<file path="src/rtl/fetch_predict.sv">
// fetch_predict: fetch-stage PC generation with a direct-mapped BTB and 2-bit
//   counters, plus the F->D pipeline register.
// Latency: lookup is combinational on pcF; F->D register is one cycle.
// Backpressure: stallF holds the PC and stallD holds F->D; redirect overrides both.
// Ports:
//   clk, reset (async, active-low)
//   stallF, stallD, redirect_valid/redirect_pc: pipeline control from later stages
//   upd_valid/upd_pc/upd_taken/upd_target: resolved branch training
//   pcF/instrF: instruction-memory address and returned word
//   instrD, pcD, validD, pred_takenD, pred_targetD: decode-stage outputs
module fetch_predict #(
  parameter int unsigned       XLEN        = 32,
  parameter int unsigned       BTB_ENTRIES = 16,
  parameter logic [XLEN-1:0]   RESET_PC    = '0
) (
  input  logic            clk,
  input  logic            reset,
  input  logic            stallF,
  input  logic            stallD,
  input  logic            redirect_valid,
  input  logic [XLEN-1:0] redirect_pc,
  input  logic            upd_valid,
  input  logic [XLEN-1:0] upd_pc,
  input  logic            upd_taken,
  input  logic [XLEN-1:0] upd_target,
  output logic [XLEN-1:0] pcF,
  input  logic [31:0]     instrF,
  output logic [31:0]     instrD,
  output logic [XLEN-1:0] pcD,
  output logic            validD,
  output logic            pred_takenD,
  output logic [XLEN-1:0] pred_targetD
);

  localparam int unsigned IDXW = $clog2(BTB_ENTRIES);
  localparam int unsigned TAGW = XLEN - IDXW - 2;

  // Predictor storage. Only the valid bits are reset; the rest is don't-care
  // until an entry is allocated.
  logic [BTB_ENTRIES-1:0] btb_valid_q;
  logic [TAGW-1:0]        btb_tag_q    [BTB_ENTRIES];
  logic [XLEN-1:0]        btb_target_q [BTB_ENTRIES];
  logic [1:0]             btb_cnt_q    [BTB_ENTRIES];

  logic [XLEN-1:0] pcF_q, pcF_d;
  logic [31:0]     instrD_q;
  logic [XLEN-1:0] pcD_q;
  logic            validD_q;
  logic            pred_takenD_q;
  logic [XLEN-1:0] pred_targetD_q;

  // Lookup on the current fetch address (sees the pre-update entry contents).
  logic [IDXW-1:0] idx_f;
  logic [TAGW-1:0] tag_f;
  logic            hit_f;
  logic            pred_taken_f;
  logic [XLEN-1:0] pred_target_f;

  assign idx_f         = pcF_q[IDXW+1:2];
  assign tag_f         = pcF_q[XLEN-1:IDXW+2];
  assign hit_f         = btb_valid_q[idx_f] && (btb_tag_q[idx_f] == tag_f);
  assign pred_taken_f  = hit_f && btb_cnt_q[idx_f][1];
  assign pred_target_f = btb_target_q[idx_f];

  // Training port decode.
  logic [IDXW-1:0] idx_u;
  logic [TAGW-1:0] tag_u;
  logic            hit_u;

  assign idx_u = upd_pc[IDXW+1:2];
  assign tag_u = upd_pc[XLEN-1:IDXW+2];
  assign hit_u = btb_valid_q[idx_u] && (btb_tag_q[idx_u] == tag_u);

  // Low address bits never participate in indexing; redirect bit 0 is forced to 0.
  logic unused_ok;
  assign unused_ok = ^{redirect_pc[0], upd_pc[1:0]};

  always_comb begin
    pcF_d = pcF_q + XLEN'(4);
    if (redirect_valid) begin
      pcF_d = {redirect_pc[XLEN-1:1], 1'b0};
    end else if (stallF) begin
      pcF_d = pcF_q;
    end else if (pred_taken_f) begin
      pcF_d = pred_target_f;
    end
  end

  always_ff @(posedge clk or negedge reset) begin
    if (!reset) begin
      pcF_q          <= RESET_PC;
      instrD_q       <= '0;
      pcD_q          <= '0;
      validD_q       <= 1'b0;
      pred_takenD_q  <= 1'b0;
      pred_targetD_q <= '0;
    end else begin
      pcF_q <= pcF_d;
      if (redirect_valid) begin
        // Flush squashes the single wrong-path instruction; other fields are don't-care.
        validD_q <= 1'b0;
      end else if (!stallD) begin
        instrD_q       <= instrF;
        pcD_q          <= pcF_q;
        validD_q       <= 1'b1;
        pred_takenD_q  <= pred_taken_f;
        pred_targetD_q <= pred_target_f;
      end
    end
  end

  // Valid bits: set on allocation (miss + taken), cleared only by reset.
  always_ff @(posedge clk or negedge reset) begin
    if (!reset) begin
      btb_valid_q <= '0;
    end else if (upd_valid && !hit_u && upd_taken) begin
      btb_valid_q[idx_u] <= 1'b1;
    end
  end

  // Unreset payload. Gated by reset so an update coinciding with reset is dropped.
  always_ff @(posedge clk) begin
    if (reset && upd_valid) begin
      if (hit_u) begin
        if (upd_taken) begin
          btb_target_q[idx_u] <= upd_target;
          if (btb_cnt_q[idx_u] != 2'd3) btb_cnt_q[idx_u] <= btb_cnt_q[idx_u] + 2'd1;
        end else begin
          if (btb_cnt_q[idx_u] != 2'd0) btb_cnt_q[idx_u] <= btb_cnt_q[idx_u] - 2'd1;
        end
      end else if (upd_taken) begin
        btb_tag_q[idx_u]    <= tag_u;
        btb_target_q[idx_u] <= upd_target;
        btb_cnt_q[idx_u]    <= 2'd2;
      end
    end
  end

  assign pcF          = pcF_q;
  assign instrD       = instrD_q;
  assign pcD          = pcD_q;
  assign validD       = validD_q;
  assign pred_takenD  = pred_takenD_q;
  assign pred_targetD = pred_targetD_q;

endmodule

</file>
<file path="config.mk">
export PLATFORM = sky130hd
export DESIGN_NAME = fetch_predict
export DESIGN_NICKNAME = d
export VERILOG_FILES = /design/src/rtl/fetch_predict.sv
export SDC_FILE = /design/constraint.sdc
export NUM_CORES = 1
export LEC_CHECK = 0
export CAP_MARGIN = 10
export CORE_MARGIN = 2
export CORE_UTILIZATION = 48
export DETAILED_ROUTE_END_ITERATION = 6
export PLACE_DENSITY_LB_ADDON = 0.25
export SYNTH_ARGS = -nofsm -noshare
export SYNTH_HDL_FRONTEND = slang
export SYNTH_SLANG_ARGS = --single-unit
</file>
<file path="constraint.sdc">
create_clock -name clk -period 5.15 [get_ports clk]
set_input_delay 1.03 -clock clk [delete_from_list [all_inputs] [get_ports clk]]
set_output_delay 1.03 -clock clk [all_outputs]
set_load 0.03 [all_outputs]
</file>
; ---- After elaboration in Yosys (flattened, before gate mapping)
; Memories as Yosys holds them, arrays and structs flattened.
; Cells that the tools add are included.
[totals]
register_bits = 146
ram_bits = 960
inputBits = 135
output_inout_bits = 130
wordCells = 68
n_memories = 3
[memory_table]
columns = memory, words, word_bits, read_ports, rd_ports_with_merged_regs, wr, line
row1 = btb_target_q, 16, 32, 1, 0, 1, 42  ; logic [XLEN-1:0] btb_target_q [BTB_ENTRIES];
row2 = btb_tag_q, 16, 26, 2, 0, 1, 41  ; logic [TAGW-1:0] btb_tag_q [BTB_ENTRIES];
row3 = btb_cnt_q, 16, 2, 2, 0, 1, 43  ; logic [1:0] btb_cnt_q [BTB_ENTRIES];
[classes]
addsub = 3
magnitude_cmp = 3
n_eq_ne = 5
mux = 31
bitwise_logic = 6
reduce_logical = 10
[ops]
columns = operator, count
row1 = $mux 32, 4
row2 = $eq 26x26->1, 2
row3 = $add 32x3->32 const B, 1
row4 = $mux 1, 22
row5 = $or 16x16->16, 1
row6 = $lt 4x5->1 const B, 2
row7 = $bmux 1 s4, 2
row8 = $logic_and 1x1->1, 7
row9 = $demux 1 s4, 1
row10 = $ge 4x1->1 const B, 1
row11 = $mux 2, 2
row12 = $ne 2x1->1 const B, 2
row13 = $or 1x1->1, 3
row14 = $add 2x1->2 const B, 1
row15 = $ne 2x2->1 const B, 1
row16 = $not 1->1, 2
row17 = $reduce_and 2->1, 1
row18 = $reduce_bool 2->1, 1
row19 = $sub 2x1->2 const B, 1
row20 = $logic_not 1->1, 1

; ---- Depth between registers and ports, before layout
; An unclocked memory read counts as a cell.
[depth]
ltp_word = 9
ltp_mapped = 16
ltp_nobuf = 9

; ---- Least setup slack after synthesis
; No wires, ideal clock.
[synth_timing]
path_kind = input -> register
from = input port upd_pc[3]
to = memory btb_tag_q[12][0] (netlist bit) (enable)
setup_time_ns = 0.409
t_arrival_ns = 4.508
required_ns = 4.741
setup_slack_ns = 0.233
stages = 15
n_path_buf = 6
cell_sequence = buf_2 -> buf_2 -> buf_2 -> buf_1 -> mux4_2 -> mux2i_1 -> xor2_1 -> nand3_1 -> o31ai_1 -> o2111ai_1 -> or4_4 -> nand2b_1 -> buf_2 -> buf_2 -> nor2_1
[synth_between]
elab_chain_len = 6
word_cells_on_any_way = 8
cone_classes = eq/ne: 1 / mux: 5 / reduce/logical: 1 / memory: 1
[synth_lines]
columns = element, line
row1 = "start, declared", 23  ; input logic [XLEN-1:0] upd_pc,
row2 = $mem_v2 16x26 or $bmux 1 s4 (tied branches), -
row3 = $eq 26x26->1 or $mux 1 (tied branches), 72  ; assign hit_u = btb_valid_q[idx_u] && (btb_tag_q[idx_u] == tag_u);
row4 = $logic_and 1x1->1, 72
row5 = $mux 1, 124  ; if (hit_u) begin
row6 = $mux 1, 123  ; if (reset && upd_valid) begin
row7 = $mux 1 (implied by the code), 132  ; btb_tag_q[idx_u] <= tag_u;
row8 = "end, declared", 41
; Parallel ways exist; a longest one is shown, timed or not. The select of a mux whose other input is x is not followed.

; ---- Worst setup path after layout
[layout_timing]
from = input port upd_pc[2]
to = memory btb_cnt_q[0][0] (enable)
[layout_between]
elab_chain_len = 9
word_cells_on_any_way = 23
cone_classes = eq/ne: 2 / mux: 15 / bitwise: 2 / reduce/logical: 2 / memory: 2
[layout_lines]
columns = element, line
row1 = $mem_v2 16x2, -
row2 = $ne 2x2->1 or $reduce_bool 2->1 (tied branches), "127, 129"
row3 = "$mux 1, on equally long branches", "127, 129"
row4 = $mux 1, 125  ; if (upd_taken) begin
row5 = $mux 1, 124
row6 = $mux 1, 123
row7 = "$mux 1, on equally long branches", "127, 129"
row8 = $or 1x1->1 (no line) (2 in a row), -
row9 = "end, declared", 43
; Parallel ways exist; a longest one is shown, timed or not. The select of a mux whose other input is x is not followed.

==> summary.txt <==
Outcome
  – Status: finished clean

Detailed routing
  – Drt total wl: 148 mm
  – Antenna viol nets, final: 0
  – DR WL/cell: 33.1 um
  – First-iteration detailed-routing DRC count: 3,344
  – Mean number of vias per cell: 6.42
  – Initial DRT Pass Iterations: 6
  – Via Count: 28,700
  – DRC Markers: 0

Synthesis
  – Cells after Synth: 2,629
  – Synthesized flop and latch total: 1,106
  – Syn nets: 2,765
  – Post-synth cell types: 73
  – Top FF cell, synth: edfxtp_1
  – EDFF count, synth: 960
  – Synth Area per Inst: 18.4 um2
  – Netlist Area Pre-Place: 48,300 um2
  – Sequential-to-total area share from yosys stat: 67.2%
  – Synth async-reset ratio: 13.2%
  – Yosys warnings: 0

Clock tree
  – Maximum clock insertion buffer count: 3
  – CTS tree: done
  – Hold Buf Count CTS: 0
  – CTS Buf Count: 111
  – Worst-Skew Late Latency: 0.71 ns
  – Clk sinks: 1,106
  – Setup Buffers After CTS: 0
  – Resized Gates After CTS: 0
  – Clock root cell: clkbuf_16
  – CTS HTree Levels: 3
  – Clk pin slew, worst setup/hold paths: 0.06 ns

Critical path
  – Register-to-Register Path Depth: 11
  – R2R Setup Slk: 0.61 ns
  – CP Cell Sequence: buf_6, buf_12, buf_4, mux4_2, mux4_2, xor2_1, nor4_1, buf_4, o2111ai_1, nor4_1, buf_4, and3_1, buf_12, nor4_1
  – CP peak stage delay: 0.87 ns
  – WP data required: 5.56 ns
  – R2r endpoint: pcF[1]
  – Crit path DAT: 5.53 ns
  – Top Family by Delay on Critical Path: simple AND/OR/NAND/NOR gates
  – CP max stage cell: nor4_1
  – Worst setup SP type: input port
  – CP Class: in2reg
  – R2r startpoint: pcF[3]
  – Crit path max fanout: 16
  – Crit end category: register
  – Crit path buf inv count: 6

STA
  – Final setup viols: 0
  – Min cycle time layout: 5.11 ns
  – Final Cycle Share: 99.3%
  – Slew Limit Headroom: 21.8%
  – RSZ-0062 raised after global routing: no
  – Pins over their slew limit: 0
  – Worst-margin pin slew: 1.17 ns
  – Hold Violations, Final: 0
  – FMAX: 196 MHz
  – Setup Skew: 0.0248 ns
  – Minimum hold slack: 0.142 ns

Floorplan
  – Starting Density: 48.3%
  – Die area: 103,000 um2
  – Row cnt: 116
  – Core area: 100,000 um2
  – Die Y: 321 um
  – Ports: 265
  – Die width: 321 um

Cells and area
  – Area grow syn2layout: 20.5%
  – Fin area: 58,200 um2
  – Util after Layout: 58.2%
  – Layout cell share with drive strength beyond 1: 29.5%
  – Layout filler cell count: 7,333
  – Nets@finish: 3,194

Placement
  – Gp weighted congestion: 0.960
  – IO Port Bufs: 261
  – Cell Area, Placed: 54,300 um2
  – DP HPWL: 99.9 mm

GRT
  – Gr usage total: 28.7%
  – Initial antenna violation count: 19
  – Total gr overflow: 0
  – Pin count of the biggest net entering global routing: 136
  – Vias in the first global route: 29,300
  – First-pass GRT wire length: 211 mm

Pwr
  – Leak Pwr: 19.7 nW
  – VDD IR max: 0.000364 V
  – PD cells: 390 nW/um2

Min path
  – Worst hold path class: in2async

Job
  – Maximum capacitance violations: 0
[flip-flops by register name (all words and copies together), names as in the netlist]
register,count
pred_takenD,1
pcF,32
validD,1
btb_valid_q,16
instrD,32
pcD,32
btb_cnt_q,32
btb_target_q,512
pred_targetD,32
btb_tag_q,416
[worst max-delay path by stage]
stage | start | end | slack, ns | cells after the start
after floorplan | upd_pc[3] | btb_tag_q[12][0] | 0.23 | 15
after global placement | upd_pc[2] | btb_cnt_q[2][0] | -0.42 | 14
after detailed placement | upd_pc[2] | btb_cnt_q[13][0] | -0.50 | 13
after CTS | upd_pc[2] | btb_cnt_q[13][1] | 0.25 | 13
after global routing | upd_pc[2] | btb_cnt_q[3][0] | 0.07 | 14
final | upd_pc[2] | btb_cnt_q[0][0] | 0.04 | 14
[cell families after synthesis]
logic type,count (synthesis),synth area share [%]
AO/OA/AOI/OAI,297,4.11
XOR/XNOR,54,0.979
adder cells (fa/ha/maj),1,0.0259
buffers and inverters,207,1.99
flip-flops,1106,67.2
multiplexers,629,22.0
AND/OR/NAND/NOR,335,3.65
[cells in the final DEF, fill, tap and decap left out, types with 14 or more instances in the layout]
| master | instances |
|---|---|
| nor4_1 | 25 |
| clkdlybuf4s50_1 | 255 |
| clkbuf_8 | 17 |
| mux4_2 | 335 |
| buf_12 | 49 |
| xor2_1 | 16 |
| nand3_1 | 33 |
| xnor2_1 | 38 |
| a22oi_1 | 32 |
| inv_1 | 26 |
| buf_4 | 186 |
| nor2b_1 | 14 |
| dfrtp_1 | 142 |
| nor3_1 | 24 |
| bufinv_16 | 15 |
| mux2_2 | 113 |
| nand2_1 | 68 |
| nor2_4 | 33 |
| mux2i_1 | 173 |
| a21oi_1 | 82 |
| clkbuf_1 | 18 |
| o22ai_1 | 25 |
| nor2_1 | 51 |
| clkinv_2 | 23 |
| o21ai_0 | 37 |
| clkbuf_16 | 113 |
| edfxtp_1 | 960 |
| o21bai_1 | 16 |
[power breakdown]
part	switching, mW	internal [mW]	leakage [nW]
clock network	3.46	5.03	1.90
registers	0.295	10.0	10.3
logic	2.20	1.67	7.46
total	5.95	16.7	19.7
[routing by layer]
metal	global-route usage (%)	part of all wire [%]	vias to the layer above
li1	-	-	11700
met3	7.30	9.1	325
met1	37.5	38	15200
met4	12.6	4.8	20
met5	0	0.087	-
met2	45.9	48	1335
[cells in the mapped netlist, types with 9 or more instances]
cell	n	area, um2
a31oi_1	10	62.6
nor3_1	24	120
buf_4	9	67.6
xor2_1	16	140
nand3_1	35	175
nor4_1	25	156
buf_2	52	260
buf_1	24	90.1
a22oi_1	32	240
o22ai_1	25	156
edfxtp_1	960	28800
nor2_1	85	319
xnor2_1	38	333
and4_1	10	87.6
dfrtp_1	146	3650
and3_1	12	75.1
mux2i_1	173	1730
mux2_2	113	1270
nand2_1	68	255
o21ai_0	37	185
inv_1	26	97.6
mux4_2	335	7540
a21oi_1	82	410
o21bai_1	16	120
a22o_1	9	78.8
a221oi_1	10	87.6
nand4_1	12	75.1
nor2b_1	14	87.6
nor4_2	10	125
clkbuf_1	83	312
[layout make-up]
type                       instances  area [um2]  area share [%]
sequential                      1106       32500            55.8
clock buffer                     148        3130            5.37
multi-input combinational       1316       15100            26.0
tap                             1298        1620            2.79
antenna                            6        15.0          0.0258
inverter                          29         110           0.189
clock inverter                    63         762            1.31
timing repair buffer             494        4960            8.52
[through the flow]
stage               instances  power (mW)  setup slack (ns)  setup TNS (ns)
floorplan                2629        12.6             0.233               0
global placement         4243        14.3            -0.424         -120.47
detailed placement       4243        14.3            -0.497         -137.09
CTS                      4454        22.8             0.251               0
global route             4457        23.3            0.0729               0
finish                   4460        22.7            0.0365               0
Note: power is estimated with default switching activity, not from simulation.
